File: src/rtl/dsp_pkg.sv
// rtl/dsp_pkg.sv - shared state encoding, op codes and chunk-count helper for the add/sub unit
package dsp_pkg;

  typedef enum logic [1:0] {
    IDLE = 2'd0,
    RUN  = 2'd1,
    DONE = 2'd2
  } state_t;

  localparam logic OP_ADD = 1'b0;
  localparam logic OP_SUB = 1'b1;

  function automatic int nchunk(input int width, input int chunk);
    return width / chunk;
  endfunction

endpackage

File: src/rtl/dsp_addsub_slice.sv
// rtl/dsp_addsub_slice.sv - one CHUNK-bit add/sub slice with carry in/out and signed overflow
module dsp_addsub_slice #(
  parameter int CHUNK = 16
) (
  input  logic [CHUNK-1:0] a,
  input  logic [CHUNK-1:0] b,
  input  logic             sub,
  input  logic             cin,
  output logic [CHUNK-1:0] sum,
  output logic             cout,
  output logic             ovf
);

  logic [CHUNK-1:0] bx;
  logic [CHUNK:0]   full;

  // Subtraction is a + ~b with the +1 supplied through cin by the caller.
  always_comb begin
    bx   = b ^ {CHUNK{sub}};
    full = {1'b0, a} + {1'b0, bx} + {{CHUNK{1'b0}}, cin};
    sum  = full[CHUNK-1:0];
    cout = full[CHUNK];
    ovf  = (a[CHUNK-1] == bx[CHUNK-1]) && (sum[CHUNK-1] != a[CHUNK-1]);
  end

endmodule

File: src/rtl/dsp_addsub_seq.sv
// rtl/dsp_addsub_seq.sv - chunk-serial add/subtract with valid/ready handshake and status flags
module dsp_addsub_seq
  import dsp_pkg::*;
#(
  parameter int WIDTH = 32,
  parameter int CHUNK = 16
) (
  input  logic             clk,
  input  logic             rst,
  input  logic             in_valid,
  output logic             in_ready,
  input  logic             op_sub,
  input  logic [WIDTH-1:0] a,
  input  logic [WIDTH-1:0] b,
  output logic             out_valid,
  input  logic             out_ready,
  output logic [WIDTH-1:0] result,
  output logic             carry,
  output logic             overflow,
  output logic             zero,
  output logic             negative,
  output logic             lt,
  output logic             ltu
);

  localparam int NCH = nchunk(WIDTH, CHUNK);
  localparam int CW  = (NCH > 1) ? $clog2(NCH) : 1;
  localparam logic [CW-1:0] LAST = CW'(NCH - 1);

  state_t           state;
  logic [CW-1:0]    cnt;
  logic [WIDTH-1:0] a_q;
  logic [WIDTH-1:0] b_q;
  logic [WIDTH-1:0] res_q;
  logic [WIDTH-1:0] res_next;
  logic             sub_q;
  logic             cy_q;
  logic [CHUNK-1:0] s_a;
  logic [CHUNK-1:0] s_b;
  logic [CHUNK-1:0] s_sum;
  logic             s_cout;
  logic             s_ovf;
  logic             accept;

  assign in_ready  = (state == IDLE) || (state == DONE && out_ready);
  assign accept    = in_valid && in_ready;
  assign out_valid = (state == DONE);
  assign result    = res_q;

  always_comb begin
    s_a      = a_q[int'(cnt)*CHUNK +: CHUNK];
    s_b      = b_q[int'(cnt)*CHUNK +: CHUNK];
    res_next = res_q;
    res_next[int'(cnt)*CHUNK +: CHUNK] = s_sum;
  end

  dsp_addsub_slice #(
    .CHUNK(CHUNK)
  ) u_slice (
    .a   (s_a),
    .b   (s_b),
    .sub (sub_q),
    .cin (cy_q),
    .sum (s_sum),
    .cout(s_cout),
    .ovf (s_ovf)
  );

  always_ff @(posedge clk) begin
    if (rst) begin
      state    <= IDLE;
      cnt      <= '0;
      a_q      <= '0;
      b_q      <= '0;
      res_q    <= '0;
      sub_q    <= OP_ADD;
      cy_q     <= 1'b0;
      carry    <= 1'b0;
      overflow <= 1'b0;
      zero     <= 1'b0;
      negative <= 1'b0;
      lt       <= 1'b0;
      ltu      <= 1'b0;
    end else if (accept) begin
      // Operands are captured so a/b/op_sub may change during RUN.
      a_q   <= a;
      b_q   <= b;
      sub_q <= op_sub;
      cy_q  <= op_sub;
      cnt   <= '0;
      state <= RUN;
    end else begin
      case (state)
        RUN: begin
          res_q <= res_next;
          cy_q  <= s_cout;
          cnt   <= cnt + 1'b1;
          if (cnt == LAST) begin
            state    <= DONE;
            carry    <= s_cout;
            overflow <= s_ovf;
            zero     <= ~|res_next;
            negative <= res_next[WIDTH-1];
            lt       <= (sub_q == OP_SUB) & (res_next[WIDTH-1] ^ s_ovf);
            ltu      <= (sub_q == OP_SUB) & ~s_cout;
          end
        end
        DONE: begin
          if (out_ready) state <= IDLE;
        end
        default: state <= state;
      endcase
    end
  end

endmodule

File: config.mk
export PLATFORM = sky130hd
export DESIGN_NAME = dsp_addsub_seq
export DESIGN_NICKNAME = d
export VERILOG_FILES = /design/src/rtl/dsp_pkg.sv /design/src/rtl/dsp_addsub_slice.sv /design/src/rtl/dsp_addsub_seq.sv
export SDC_FILE = /design/constraint.sdc
export NUM_CORES = 1
export LEC_CHECK = 0
export ABC_AREA = 1
export BUFFER_PORTS_ARGS = -buffer_cell sky130_fd_sc_hd__buf_2
export CORE_ASPECT_RATIO = 0.7
export CORE_MARGIN = 8
export CORE_UTILIZATION = 31
export DETAILED_ROUTE_END_ITERATION = 8
export SLEW_MARGIN = 20
export SYNTH_ARGS = -nofsm -noshare
export SYNTH_HDL_FRONTEND = slang
export SYNTH_SLANG_ARGS = --single-unit
File: constraint.sdc
create_clock -name clk -period 4.34 [get_ports clk]
set_input_delay 0.217 -clock clk [delete_from_list [all_inputs] [get_ports clk]]
set_output_delay 0.217 -clock clk [all_outputs]
set_load 0.05 [all_outputs]
==> out/qor.txt, run 1 <==
=================================================================================
Width of the die                                                           182 µm
Met3 Wirelength                                                            845 µm
Sequential group share of total power                                       33.3%
Antenna violations before repair                                                0
Normalized max-slew margin                                                  52.2%
# setup viols final                                                             0
Antenna Diode Count                                                             0
Max-slew violation total from the final report                                  0
Run status                                                           finished clean
Total negative slack for setup checks                                        0 ns
Longest Clk Path Bufs                                                           2
Largest driver fanout on the critical path                                     32
Proportion of total power due to net switching                              41.4%
Mean area per synthesized cell                                           6.46 µm²
# rows                                                                         42
Pin count of the biggest net entering global routing                           69
Clock Pin Slew Worst Setup and Hold Paths                                 0.07 ns
Routed met2 length                                                        6.80 mm
Estimated wirelength of the detail-placed design                          13.5 mm
Internal                                                                  2170 µW
Clock latency of the later-clocked register in the worst-skew pair        0.36 ns
Number of buffer cells added on primary ports                                 108
Final wirelength                                                          17.1 mm
Vias per cell                                                                4.59
Global-route congestion overflow total                                          0
Worst-Margin Slew                                                        0.716 ns
Number of hold buffers added after cts                                          0
Post-route minimum period                                                 3.24 ns
CTS tree                                                                    built
Proportion of netlist area held by the largest area contributor             35.9%
Number of cells produced by synthesis                                         923
Total power per unit cell area                                         527 nW/µm²
Share of post-route cells with drive strength above 1                       17.0%
Period Utilization, post-route                                              74.6%
Top cells by area, synth                                             dfxtp_1, nand2_1, nor2_1
Number of antenna-violating nets in the routed design                           0
Post-synth top flop                                                       dfxtp_1
Leading cell types by count after synthesis                          nand2_1, nor2_1, dfxtp_1, inv_1, o21ai_0
Net count, final                                                             1094
Die area                                                                24000 µm²
Iteration-0 DRC count of the detailed router                                  378
Filler cell count                                                            2030
Async set-reset flop share out of synthesis                                    0%
Count of unique library cells instantiated by Yosys                            37
Initial standard-cell utilization of the core                               31.6%
Gate power share                                                            41.5%
Worst setup SP type                                                      register
Core outline area                                                       18900 µm²
Post-synthesis instance area                                             5960 µm²
Portion of total power attributed to the clock network                      25.2%
Final standard cell utilization of the core                                 37.2%
Final number of hold-violating endpoints                                        0
Static leakage power                                                   0.00370 µW
H-tree depth                                                                    3
Clk sinks                                                                     107
Classification of the worst-slack hold path                          input pin to register
Number of synthesized flops with an enable pin                                  0
Setup repair after global routing missed its margin                            no
1st-pass router iterations                                                      5
Met1 wire length                                                          9.25 mm
Yosys warns                                                                     0
Die height                                                                 132 µm
Net Switching                                                             1530 µW
Num ports                                                                     109
Synthesis-to-layout area growth                                             17.9%
Type of the worst setup path                                         register to register
Highest ir drop seen on vdd                                              0.184 mV
Post-Synthesis Net Count                                                     1013
Clock tree root driver cell                                             clkbuf_16
Crit path arrival time                                                    3.53 ns
Number of CTS-inserted buffers                                                  9
Top Metal Used                                                               met4
Number of global-route vias before repair                                    5725
Clock Skew                                                              0.0115 ns
Cell with the most instances after synthesis                              nand2_1
Routability cong.                                                           0.874
Global-route wire length before repair                                    29.0 mm
Worst setup EP type                                                      register
Wirelength per Cell                                                       13.7 µm
DR DRC count                                                                    0
# resized after CTS                                                             0
Global-route usage over all layers                                          14.7%
Seq cells post-synth                                                          107
Count of maximum capacitance violations                                         0
Fmax                                                                      309 MHz
Critical path data required time                                          4.63 ns
Library cell with the largest summed area after synthesis                 dfxtp_1
Number of vias after detailed routing                                        5747
Setup bufs post-CTS                                                             0
Sequential area share after synthesis                                       35.9%
=================================================================================
==> area by class of cell <==
class | instances | area (µm²) | share of cell area, %
multi-input combinational | 675 | 3270 | 46.6
clock inverter | 4 | 80.1 | 1.14
tap | 242 | 303 | 4.31
inverter | 94 | 353 | 5.02
sequential | 107 | 2140 | 30.5
timing repair buffer | 117 | 608 | 8.66
clock buffer | 12 | 267 | 3.79
==> registers in the layout (all words and copies together), names as in the netlist, 2 cells and up <==
register / count
state: 2
b_q: 32
a_q: 32
result: 32
==> placed cells by master, fill, tap and decap left out, types with 2 or more instances in the layout <==
cell type  count
bufinv_16      2
inv_1         87
nor2_2         4
or2_2         12
clkinv_1       2
nand2_1      250
buf_4          9
nor2_1       162
o21ai_1        6
nand4_1        5
nand3b_1       3
dfxtp_1      106
o211ai_1      26
and2_1         2
o21bai_1       2
ha_1          19
a21oi_1       16
clkbuf_8       3
a31oi_1        2
clkbuf_16      9
nand3_2        6
xor2_1        16
nand2_2        9
fa_1           2
inv_2          5
or2_1          2
nand3_1       41
buf_2        108
o21ai_0       81
==> routing by layer <==
layer,GRT usage (%),vias to the layer above
met5,0,-
li1,-,3071
met1,21.1,2543
met3,3.94,15
met2,21.3,118
met4,3.45,0
==> through the flow <==
step                area (µm²)  hold WS [ns]  total power [µW]  cells  setup slack, ns
floorplan                 5960         0.373              2410    923             1.17
global placement          6680         0.463              2780   1235             1.26
detailed placement        6680         0.461              2790   1235             1.13
CTS                       7030         0.101              3730   1251             1.11
global route              7030         0.115              4000   1251            0.673
finish                    7030         0.107              3700   1251             1.10
==> worst max-delay path, cell delays in order, from the launching register on <==
cell     delay (ns)
dfxtp_2        0.33
inv_2          0.38
nand2_1        0.11
nand2_1        0.10
xor2_1         0.07
fa_1           0.43
fa_1           0.40
nand2_1        0.12
nand2_1        0.16
nand3_2        0.12
nand2_2        0.06
nand2_1        0.09
nand2_1        0.05
nand2_1        0.07
nand3_1        0.06
o21ai_1        0.12
nand2_1        0.07
nor2_1         0.14
nand2_1        0.07
nor2_1         0.10
nor2_1         0.05
nor2_1         0.07
==> path summary, 6_finish.rpt <==
kind,end,from,cells past startpoint,slack (ns)
worst max-delay path,zero,cnt,21,1.10
worst min-delay path,b_q[1],b[1],3,0.11
worst max register to register,zero,cnt,21,1.10
worst min register to register,lt,lt,2,0.48
==> power by group through the flow <==
stage	logic [µW]	registers, µW	clock network [µW]
2_1_floorplan	994	1410	0
3_3_place_gp	1530	1250	0
3_5_place_dp	1540	1260	0
4_1_cts	1550	1230	952
5_1_grt	1750	1250	995
6_report	1540	1230	935
==> logic make-up (layout without fill, tap and decap cells) <==
family          after synthesis  in the layout  synth area share [%]
mux                           1              1                 0.168
buf+inv                     141            227                  9.17
simple gates                499            499                  34.7
fa+ha+maj                    21             21                  4.66
flops                       107            107                  35.9
compound gates              137            137                  12.9
xor+xnor                     17             17                  2.50
(Power assumes the default switching activity.)
==> inputs of run 2 (changes only) <==
clock period = 2.9 ns   (was 4.34 ns; I/O delays follow)
==> out/qor.txt, run 2 (synthesis results as in run 1) <==
=================================================================================
Run status                                                           finished clean
Vias per cell                                                                4.66   +1.5%
CP peak stage delay                                                       0.43 ns   about the same
DR DRC count                                                                    0   unchanged
Fmax                                                                      354 MHz   +15%
Number of vias after detailed routing                                        5933   +3.2%
Number of buffer cells added on primary ports                                 108   unchanged
Static leakage power                                                   0.00385 µW   +4.2%
Most frequent CP cell                                                     nand2_1
Core outline area                                                       18900 µm²   unchanged
Width of the die                                                           182 µm   unchanged
CTS tree                                                                    built
Slowest stage cell, crit path                                                fa_2
Max-slew violation total from the final report                                  0   unchanged
Initial standard-cell utilization of the core                               31.6%   unchanged
Setup repair after global routing missed its margin                           yes
Type of the worst setup path                                         register to register
Clock Pin Slew Worst Setup and Hold Paths                                 0.08 ns   about the same
Normalized max-slew margin                                                  65.4%   +13 points
Antenna Diode Count                                                             0   unchanged
Post-route minimum period                                                 2.82 ns   -0.416 ns
Die height                                                                 132 µm   unchanged
Tightest hold margin                                                    0.0344 ns   -0.0723 ns
Highest ir drop seen on vdd                                              0.340 mV   +85%
Worst setup SP type                                                      register
Worst-Margin Slew                                                        0.520 ns   -0.197 ns
Crit path arrival time                                                    3.12 ns   -0.41 ns
Final Non-Filler Cells                                                       1272   +1.7%
Final wirelength                                                          17.8 mm   +4.5%
# rows                                                                         42   unchanged
Number of placed instances with taps included                                1247   +0.97%
Global-route congestion overflow total                                          0   unchanged
Largest driver fanout on the critical path                                      6   -81%
Clock latency of the later-clocked register in the worst-skew pair        0.36 ns   about the same
Global-route wire length before repair                                    28.8 mm   -0.76%
Routability cong.                                                           0.850   -2.7%
Period Utilization, post-route                                              97.3%   +23 points
Worst setup EP type                                                      register
Antenna violations before repair                                                0   unchanged
Clk sinks                                                                     107   unchanged
Clock Skew                                                              0.0106 ns   -0.000957 ns
Net count, final                                                             1115   +1.9%
# setup viols final                                                             0   unchanged
Number of global-route vias before repair                                    5637   -1.5%
Pin count of the biggest net entering global routing                           69   unchanged
Clock tree root driver cell                                             clkbuf_16
Classification of the worst-slack hold path                          input pin to register
Final number of hold-violating endpoints                                        0   unchanged
Most common cell after layout, fill and taps aside                        nand2_1
Longest Clk Path Bufs                                                           2   unchanged
Wirelength per Cell                                                       14.0 µm   +2.7%
Worst path cell trace                                                inv_8 -> nand2_2 -> nand2_2 -> xor2_1 -> fa_2 -> fa_2 -> nand2_4 -> nand2_4 -> nand4_1 -> nand3_1 -> nand2_1 -> nand3_1 -> o21ai_1 -> nand2_1 -> nor2_2 -> nand2_1 -> nor2_2 -> nor2_1 -> nor2_1
Estimated wirelength of the detail-placed design                          13.8 mm   +2.4%
Number of antenna-violating nets in the routed design                           0   unchanged
Global-route usage over all layers                                          14.8%   +0.098 points
Total power per unit cell area                                         786 nW/µm²   +49%
Num ports                                                                     109   unchanged
Synthesis-to-layout area growth                                             25.0%
Critical path data required time                                          3.20 ns   -1.43 ns
Share of post-route cells with drive strength above 1                       22.9%   +5.9 points
Iteration-0 DRC count of the detailed router                                  433   +15%
Count of maximum capacitance violations                                         0   unchanged
Number of CTS-inserted buffers                                                  9   unchanged
Die area                                                                24000 µm²   unchanged
Most used cells in the layout excluding fill and tap cells           nand2_1, nor2_1, buf_2
1st-pass router iterations                                                      4   -1
H-tree depth                                                                    3   unchanged
=================================================================================
run 2: cell types whose count changed in the layout (fill, tap and decap cells not counted), sizes merged:
| cell | previous run | this run |
|---|---|---|
| buf | 117 | 137 |
| clkbuf | 12 | 10 |
| clkinvlp | 0 | 1 |
| inv | 93 | 95 |
run 2: area by class of cell:
cell class | instances | area, µm²
clock buffer | 9 | 225
clock inverter | 7 | 108
fill | 2015 | 11400
inverter | 94 | 360
multi-input combinational | 675 | 3480
sequential | 107 | 2150
tap | 242 | 303
timing repair buffer | 138 | 828
run 2: what timing repair did:
item                                    4_1_cts  5_1_grt
hold buffers                                  0        0
gates resized for setup                       0       55
endpoints found under the setup margin        0        7
setup buffers                                 0        8
run 2: worst max-delay path, delay by kind of cell (launching register included):
family | cells | cell delay (ns)
AOI/OAI and AO/OA | 1 | 0.11
and+or+nand+nor | 14 | 1.23
buffers and inverters | 1 | 0.05
DFF | 1 | 0.40
xor gates and xnor gates | 1 | 0.15
adders and majority gates | 2 | 0.81
run 2: report_power, final:
part / leakage (µW) / internal (µW) / switching, µW
Clock: 0.000160 / 774 / 597
Combinational: 0.00281 / 921 / 1700
Sequential: 0.000884 / 1700 / 161
run 2: worst paths after layout:
check | cells past startpoint | to | startpoint | slack [ns]
worst min-delay path | 3 | b_q[1] | b[1] | 0.03
worst max-delay path | 19 | zero | cnt | 0.08
worst min register to register | 2 | ltu | ltu | 0.48
worst max register to register | 19 | zero | cnt | 0.08
run 2: metrics by stage:
step / setup slack, ns / setup TNS, ns / instance area (µm²) / power [µW] / util [%]
after global placement: 0.108 / 0 / 6800 / 4280 / 36.1
after detailed placement: 0.0744 / 0 / 6800 / 4300 / 36.1
after global routing: -0.163 / -0.269 / 7450 / 6290 / 39.5
final: 0.0783 / 0 / 7450 / 5850 / 39.5
after CTS: 0.0410 / 0 / 7140 / 5680 / 37.8
after floorplan: 0.000463 / 0 / 5980 / 3620 / -
run 2: metal layers:
layer  global-route usage (%)  wire length (µm)  vias to the layer above
met5                        0                 0                        -
met4                     4.09               182                        0
met3                     3.61              1110                       15
met2                     21.4              7320                      140
met1                     21.2              9240                     2675
li1                         -                 -                     3103
